File: config.mk
export PLATFORM = sky130hd
export DESIGN_NAME = seq_adder_subtractor
export DESIGN_NICKNAME = d
export VERILOG_FILES = /design/src/rtl/seq_adder_subtractor.sv
export SDC_FILE = /design/constraint.sdc
export NUM_CORES = 1
export LEC_CHECK = 0
export CAP_MARGIN = 30
export CORE_UTILIZATION = 47
export DETAILED_ROUTE_END_ITERATION = 10
export HOLD_SLACK_MARGIN = 0.02
export PLACE_DENSITY_LB_ADDON = 0.08
export SETUP_SLACK_MARGIN = 0.2
export SYNTH_ARGS = -nofsm -noshare
export SYNTH_HDL_FRONTEND = slang
export SYNTH_SLANG_ARGS = --single-unit
File: constraint.sdc
create_clock -name clk -period 3.15 [get_ports clk]
set_input_delay 0.63 -clock clk [delete_from_list [all_inputs] [get_ports clk]]
set_output_delay 0.63 -clock clk [all_outputs]
set_load 0.1 [all_outputs]
File: src/rtl/seq_adder_subtractor.sv
// Multi-cycle two's-complement adder/subtractor: one CHUNK-bit slice per clock, LSB first,
// with start/busy/done handshake, signed overflow, zero flag and optional signed saturation.
module seq_adder_subtractor #(
  parameter int WIDTH = 16,
  parameter int CHUNK = 4
) (
  input  logic             clk,
  input  logic             rst,
  input  logic             start,
  input  logic [WIDTH-1:0] a,
  input  logic [WIDTH-1:0] b,
  input  logic             cin,
  input  logic             subt,
  input  logic             sat,
  output logic             busy,
  output logic             done,
  output logic [WIDTH-1:0] sum,
  output logic             cout,
  output logic             ovf,
  output logic             zero
);

  localparam int N  = WIDTH / CHUNK;
  localparam int KW = (N > 1) ? $clog2(N) : 1;
  localparam logic [KW-1:0] KLAST = KW'(N - 1);
  localparam logic [WIDTH-1:0] MIN_VAL = WIDTH'(1) << (WIDTH - 1);
  localparam logic [WIDTH-1:0] MAX_VAL = ~MIN_VAL;

  typedef enum logic [1:0] {IDLE, RUN, DONE} state_t;

  state_t           state_q, state_d;
  logic [WIDTH-1:0] a_q, a_d;
  logic [WIDTH-1:0] b_q, b_d;
  logic             sat_q, sat_d;
  logic             carry_q, carry_d;
  logic [KW-1:0]    k_q, k_d;
  logic [WIDTH-1:0] work_q, work_d;
  logic [WIDTH-1:0] sum_q, sum_d;
  logic             cout_q, cout_d;
  logic             ovf_q, ovf_d;
  logic             zero_q, zero_d;

  logic [WIDTH-1:0] aShift, bShift, workShift, finalSum;
  logic [CHUNK-1:0] aSl, bSl, resSl;
  logic             cSl, cMsbIn, ovfRaw;

  always_ff @(posedge clk or posedge rst) begin
    if (rst) begin
      state_q <= IDLE;
      a_q     <= '0;
      b_q     <= '0;
      sat_q   <= 1'b0;
      carry_q <= 1'b0;
      k_q     <= '0;
      work_q  <= '0;
      sum_q   <= '0;
      cout_q  <= 1'b0;
      ovf_q   <= 1'b0;
      zero_q  <= 1'b0;
    end else begin
      state_q <= state_d;
      a_q     <= a_d;
      b_q     <= b_d;
      sat_q   <= sat_d;
      carry_q <= carry_d;
      k_q     <= k_d;
      work_q  <= work_d;
      sum_q   <= sum_d;
      cout_q  <= cout_d;
      ovf_q   <= ovf_d;
      zero_q  <= zero_d;
    end
  end

  // b_q holds the effective operand (already inverted for subtract); the working
  // register shifts right so the finished slices end up in place after N steps.
  always_comb begin
    aShift    = a_q >> (CHUNK * int'(k_q));
    bShift    = b_q >> (CHUNK * int'(k_q));
    aSl       = aShift[CHUNK-1:0];
    bSl       = bShift[CHUNK-1:0];
    {cSl, resSl} = {1'b0, aSl} + {1'b0, bSl} + {{CHUNK{1'b0}}, carry_q};
    cMsbIn    = resSl[CHUNK-1] ^ aSl[CHUNK-1] ^ bSl[CHUNK-1];
    ovfRaw    = cMsbIn ^ cSl;
    workShift = work_q >> CHUNK;
    finalSum  = workShift | (WIDTH'(resSl) << (WIDTH - CHUNK));
    if (sat_q && ovfRaw) begin
      finalSum = a_q[WIDTH-1] ? MIN_VAL : MAX_VAL;
    end
  end

  always_comb begin
    state_d = state_q;
    a_d     = a_q;
    b_d     = b_q;
    sat_d   = sat_q;
    carry_d = carry_q;
    k_d     = k_q;
    work_d  = work_q;
    sum_d   = sum_q;
    cout_d  = cout_q;
    ovf_d   = ovf_q;
    zero_d  = zero_q;
    case (state_q)
      RUN: begin
        work_d  = workShift | (WIDTH'(resSl) << (WIDTH - CHUNK));
        carry_d = cSl;
        k_d     = k_q + 1'b1;
        if (k_q == KLAST) begin
          state_d = DONE;
          sum_d   = finalSum;
          cout_d  = cSl;
          ovf_d   = ovfRaw;
          zero_d  = (finalSum == '0);
        end
      end
      default: begin
        if (start) begin
          state_d = RUN;
          a_d     = a;
          b_d     = subt ? ~b : b;
          sat_d   = sat;
          carry_d = subt ? ~cin : cin;
          k_d     = '0;
          work_d  = '0;
        end else begin
          state_d = IDLE;
        end
      end
    endcase
  end

  assign busy = (state_q == RUN);
  assign done = (state_q == DONE);
  assign sum  = sum_q;
  assign cout = cout_q;
  assign ovf  = ovf_q;
  assign zero = zero_q;

endmodule
* After elaboration in Yosys (flattened, before gate mapping)
Index checks and enable logic that the tools add are counted.
** Word-level totals
- Register bits :: 73
- Output and inout bits :: 21
- Logic and storage cells :: 45
- Input port bits :: 38
** Operators by class
- Add/subtract/negate cells :: 3
- Bitwise logic cells :: 7
- Equality and inequality tests :: 4
- Shifts and indexed selects :: 2
- Mux-type cells :: 13
- Reductions and logical operators :: 5
** Operators by type and width (number)
- $mux 16 :: 5
- $shr 16x4->4 :: 2
- $logic_not 16->1 :: 1
- $not 16->16 :: 1
- $or 12x16->16 :: 1
- $mux 2 :: 4
- $add 4x4->5 :: 1
- $add 5x1->5 :: 1
- $eq 2x2->1 const B :: 2
- $mux 1 :: 4
- $reduce_and 2->1 :: 2
- $xor 1x1->1 :: 3
- $add 2x1->2 const B :: 1
- $eq 2x1->1 const B :: 1
- $ne 2x1->1 const B :: 1
- $not 1->1 :: 2
- $reduce_bool 2->1 :: 1
- $logic_and 1x1->1 :: 1

* Depth between registers and ports, before layout
- Depth after elaboration :: 9
- Depth in mapped cells :: 12

* Worst setup path before layout
Ideal clock, no wire load.
- Path type :: reg-to-reg
- Start point :: register k_q[0]
- End point :: register sum_q[14], in the netlist sum[14]
- Setup slack :: -0.008 ns
- Cell stages (with the launch flop) :: 12
- Setup time :: 0.104 ns
- Data required time :: 3.046 ns
- Buffers on the path :: 1
- Arrival time :: 3.055 ns
- Cells stage by stage :: dfrtp_1 > buf_6 > mux4_1 > fa_1 > inv_1 > fa_1 > nor2b_1 > o21a_1 > o32ai_2 > xnor2_2 > or4b_4 > o311ai_1
** On the way
- Longest elaborated chain between the ends :: 8
- Elaborated cells on any way between the ends :: 12
- Classes of those cells :: add/sub: 2; eq/ne: 1; shift: 2; mux: 1; bitwise: 4; reduce/logical: 2
** Ends and longest elaborated chain
- start: declaration :: RTL line 36 : logic [KW-1:0] k_q, k_d;
- start signal: assignment :: RTL line 66 : k_q <= k_d;
- $shr 16x4->4 (on tied branches) :: RTL line 78, 79
- $add 4x4->5 :: RTL line 82 : {cSl, resSl} = {1'b0, aSl} + {1'b0, bSl} + {{CHUNK{1'b0}}, carry_q};
- $add 5x1->5 :: RTL line 82
- $xor 1x1->1 (2 in a row) :: RTL line 83 : cMsbIn = resSl[CHUNK-1] ^ aSl[CHUNK-1] ^ bSl[CHUNK-1];
- $xor 1x1->1 :: RTL line 84 : ovfRaw = cMsbIn ^ cSl;
- $logic_and 1x1->1 :: RTL line 87 : if (sat_q && ovfRaw) begin
- $mux 16 :: RTL line 87
- end signal: assignment :: RTL line 68 : sum_q <= sum_d;
- end: declaration :: RTL line 38 : logic [WIDTH-1:0] sum_q, sum_d;
Several ways; a longest one is shown, not always the timed one.
A chain may end at the register's enable or synchronous reset.

* Worst setup path after layout
Same ends and word-level chain as after synthesis.

==> metrics.txt <==
initial antenna violation count=0; Clock Sink Count=a little under 70; min Tclk post-route=roughly 3 ns; Fin Hold WS=around 0.48 ns; ANT cells=0; CTS Root Cell=clkbuf_8; Layout Utilization=between 60% and 70%; Synthesis Warnings=0; achievable clock frequency=about 0.33 GHz; Longest Clk Path Bufs=2; signal arrival time at the worst endpoint=approximately 3.2 ns; Clk Latency, worst-skew pair=between 0.3 and 0.4 ns; layout net count=416; drt via density=5.051; design area=4375 µm²; CTS clk-pin slew, worst paths=roughly 0.070 ns; worst slew pin tran=0.5011 ns; unrepaired setup endpoints after global routing=yes; Fillers=between 500 and 600; WS Path Type=reg -> reg; synthesized instance count=301; fraction of registers with async set/reset=100.0%; global route overflow=0; Yosys reg bits=69; CP endpoint kind=flop; CTS Buf Count=9; EDFF count, synth=0; Area Growth Syn to Fin=31.22%; Slew HR=66.52%; die height=roughly 86 µm; Starting Density=48.81%; # rows=30; Synth Cell Area=3334 µm²; worst-path maximum fanout=5; max_cap viols=0; final setup TNS=0 ns; first-pass GRT wire length=11.23 mm; total core area=just under 7000 µm²; drc violations=0; share of cells above drive strength 1=between 20 and 30%; post-synthesis sequential area ratio=about half; drt pass-1 iters=4; vias in the first global route=~2300; final hold vios=0; final period utilization=95.07%; Net Count, Synth=~350; antenna-violating nets left=0; Routed WL=between 6 and 7 mm; largest net degree at the start of global routing=49; Detailed Route Iter0 Violations=114; status=finished clean; Most used DFF post-synth=dfrtp_1; die area=about 7400 µm²; fin. max-slew vios=0; Cell variety after synth=just over 40; Setup crit start kind=flop; Mean Syn Cell Area=11.08 µm²; CTS tree=built; die width=86.23 µm; port bufs=between 50 and 60; Wirelength per Cell=14.40 µm; H-Tree Depth=3; worst hold path class=reg -> reg; Cell Area, Placed=4006 µm²; endpoints failing setup=0; r2r setup slk=between 0.15 and 0.2 ns; GP Congestion=0.7773; Ports=approximately 60; hold-fix buffers at CTS=0; clk_skew=just under 0.008 ns; gr usage total=a little over 20%; dpl hpwl=about 4.8 mm; Via Count=2389; Worst EP required=about 3.4 ns
==> area by class of cell <==
type / instances / area, µm² / area share (%)
well taps: 96 / 120.1 / 2.745
clock inverters: 6 / 86.33 / 1.973
inverters: 8 / 30.03 / 0.6863
multi-input cells: 207 / 1595 / 36.46
flip-flops and latches: 69 / 1728 / 39.49
clock buffers: 10 / 137.6 / 3.146
repair buffers: 77 / 678.2 / 15.50
==> layer usage <==
metal | up-vias | track usage [%] | wire, µm
met1 | 1164 | 25.10 | 2930
met3 | 9 | 4.952 | 232
li1 | 1171 | - | -
met4 | 0 | 7.727 | 97
met5 | - | 0 | 0
met2 | 45 | 34.49 | 3551
==> cells by family (layout without fill, tap and decap cells) <==
logic type | count (synthesis) | count (layout) | synth area share [%]
adder cells (fa/ha/maj) | 6 | 6 | 2.702
flip-flops | 69 | 69 | 51.78
XOR/XNOR | 23 | 23 | 6.492
AND/OR/NAND/NOR | 104 | 105 | 14.78
multiplexers | 25 | 25 | 11.82
AO/OA/AOI/OAI | 48 | 48 | 9.156
buffers and inverters | 26 | 101 | 3.264
==> synth_stat cells, types with 2 or more instances <==
cell type | count | area [µm²]
dfrtp_1 | 69 | 1727
nand2_1 | 52 | 195.2
nor2_1 | 25 | 93.84
o21ai_0 | 23 | 115.1
xnor2_1 | 19 | 166.4
mux2_2 | 17 | 191.4
nand3b_1 | 14 | 105.1
clkbuf_1 | 12 | 45.04
a211oi_1 | 11 | 82.58
inv_1 | 7 | 26.28
mux4_1 | 6 | 157.7
ha_1 | 4 | 50.05
a21oi_1 | 3 | 15.01
o211ai_1 | 3 | 22.52
a21o_1 | 2 | 15.01
buf_1 | 2 | 7.510
buf_2 | 2 | 10.01
fa_1 | 2 | 40.04
mux4_2 | 2 | 45.04
nand2b_1 | 2 | 12.51
nor2b_1 | 2 | 12.51
nor4_1 | 2 | 12.51
xor2_1 | 2 | 17.52
==> sequential cells by signal (all words and copies together) (netlist names) <==
| signal | cells |
|---|---|
| a_q | 16 |
| b_q | 16 |
| carry_q | 1 |
| cout | 1 |
| k_q | 2 |
| ovf | 1 |
| sat_q | 1 |
| state_q | 2 |
| sum | 16 |
| work_q | 12 |
| zero | 1 |
==> critical path, stage by stage, from the launching register on <==
cell	delay, ns
dfrtp_2	0.40
mux4_2	0.52
fa_2	0.38
inv_2	0.06
fa_2	0.21
nor2b_1	0.05
o21a_1	0.17
o32ai_2	0.26
xnor2_2	0.16
or4b_4	0.58
o311ai_2	0.09
==> repair_timing <==
| item | CTS | global route |
|---|---|---|
| setup buffers | 2 | 3 |
| gates cloned | 0 | 1 |
| pin swaps | 1 | 8 |
| endpoints found under the setup margin | 15 | 17 |
| gates resized for setup | 5 | 21 |
==> metrics by stage <==
step	setup WS [ns]	instances
6_report	0.1554	473
3_3_place_gp	0.1017	451
5_1_grt	-0.004590	473
2_1_floorplan	0.1686	301
3_5_place_dp	0.05904	451
4_1_cts	0.1286	469
==> path summary, 6_finish.rpt <==
check	from	to	depth (start not counted)
min in group asynchronous	rst	zero	3
worst min-delay path	b_q[10]	b_q[10]	2
worst max register to register	k_q[0]	sum[14]	10
worst min register to register	b_q[10]	b_q[10]	2
max in group asynchronous	rst	k_q[0]	3
worst max-delay path	k_q[0]	sum[14]	10
==> cells in the final DEF (no fill, tap or decap), types with 2 or more instances in the layout <==
cell type | netlist | final
bufinv_16 | 0 | 2
mux4_2 | 2 | 6
mux2_2 | 17 | 17
fa_2 | 0 | 2
nand3b_1 | 14 | 14
inv_2 | 0 | 2
buf_6 | 1 | 2
a21oi_1 | 3 | 3
ha_1 | 4 | 3
o21ai_0 | 23 | 22
a21o_1 | 2 | 2
clkdlybuf4s50_1 | 0 | 37
nor2b_1 | 2 | 2
o211ai_1 | 3 | 3
xnor2_1 | 19 | 19
buf_4 | 0 | 38
dfrtp_1 | 69 | 68
nand2_1 | 52 | 52
xor2_2 | 1 | 2
nor2_1 | 25 | 25
a211oi_2 | 0 | 11
clkinv_2 | 0 | 2
inv_1 | 7 | 5
clkbuf_8 | 0 | 10
mux4_1 | 6 | 2
Power is left out: the tool's default activity adds up to more than one toggle a clock period on the data nets, which glitch-free logic cannot reach.
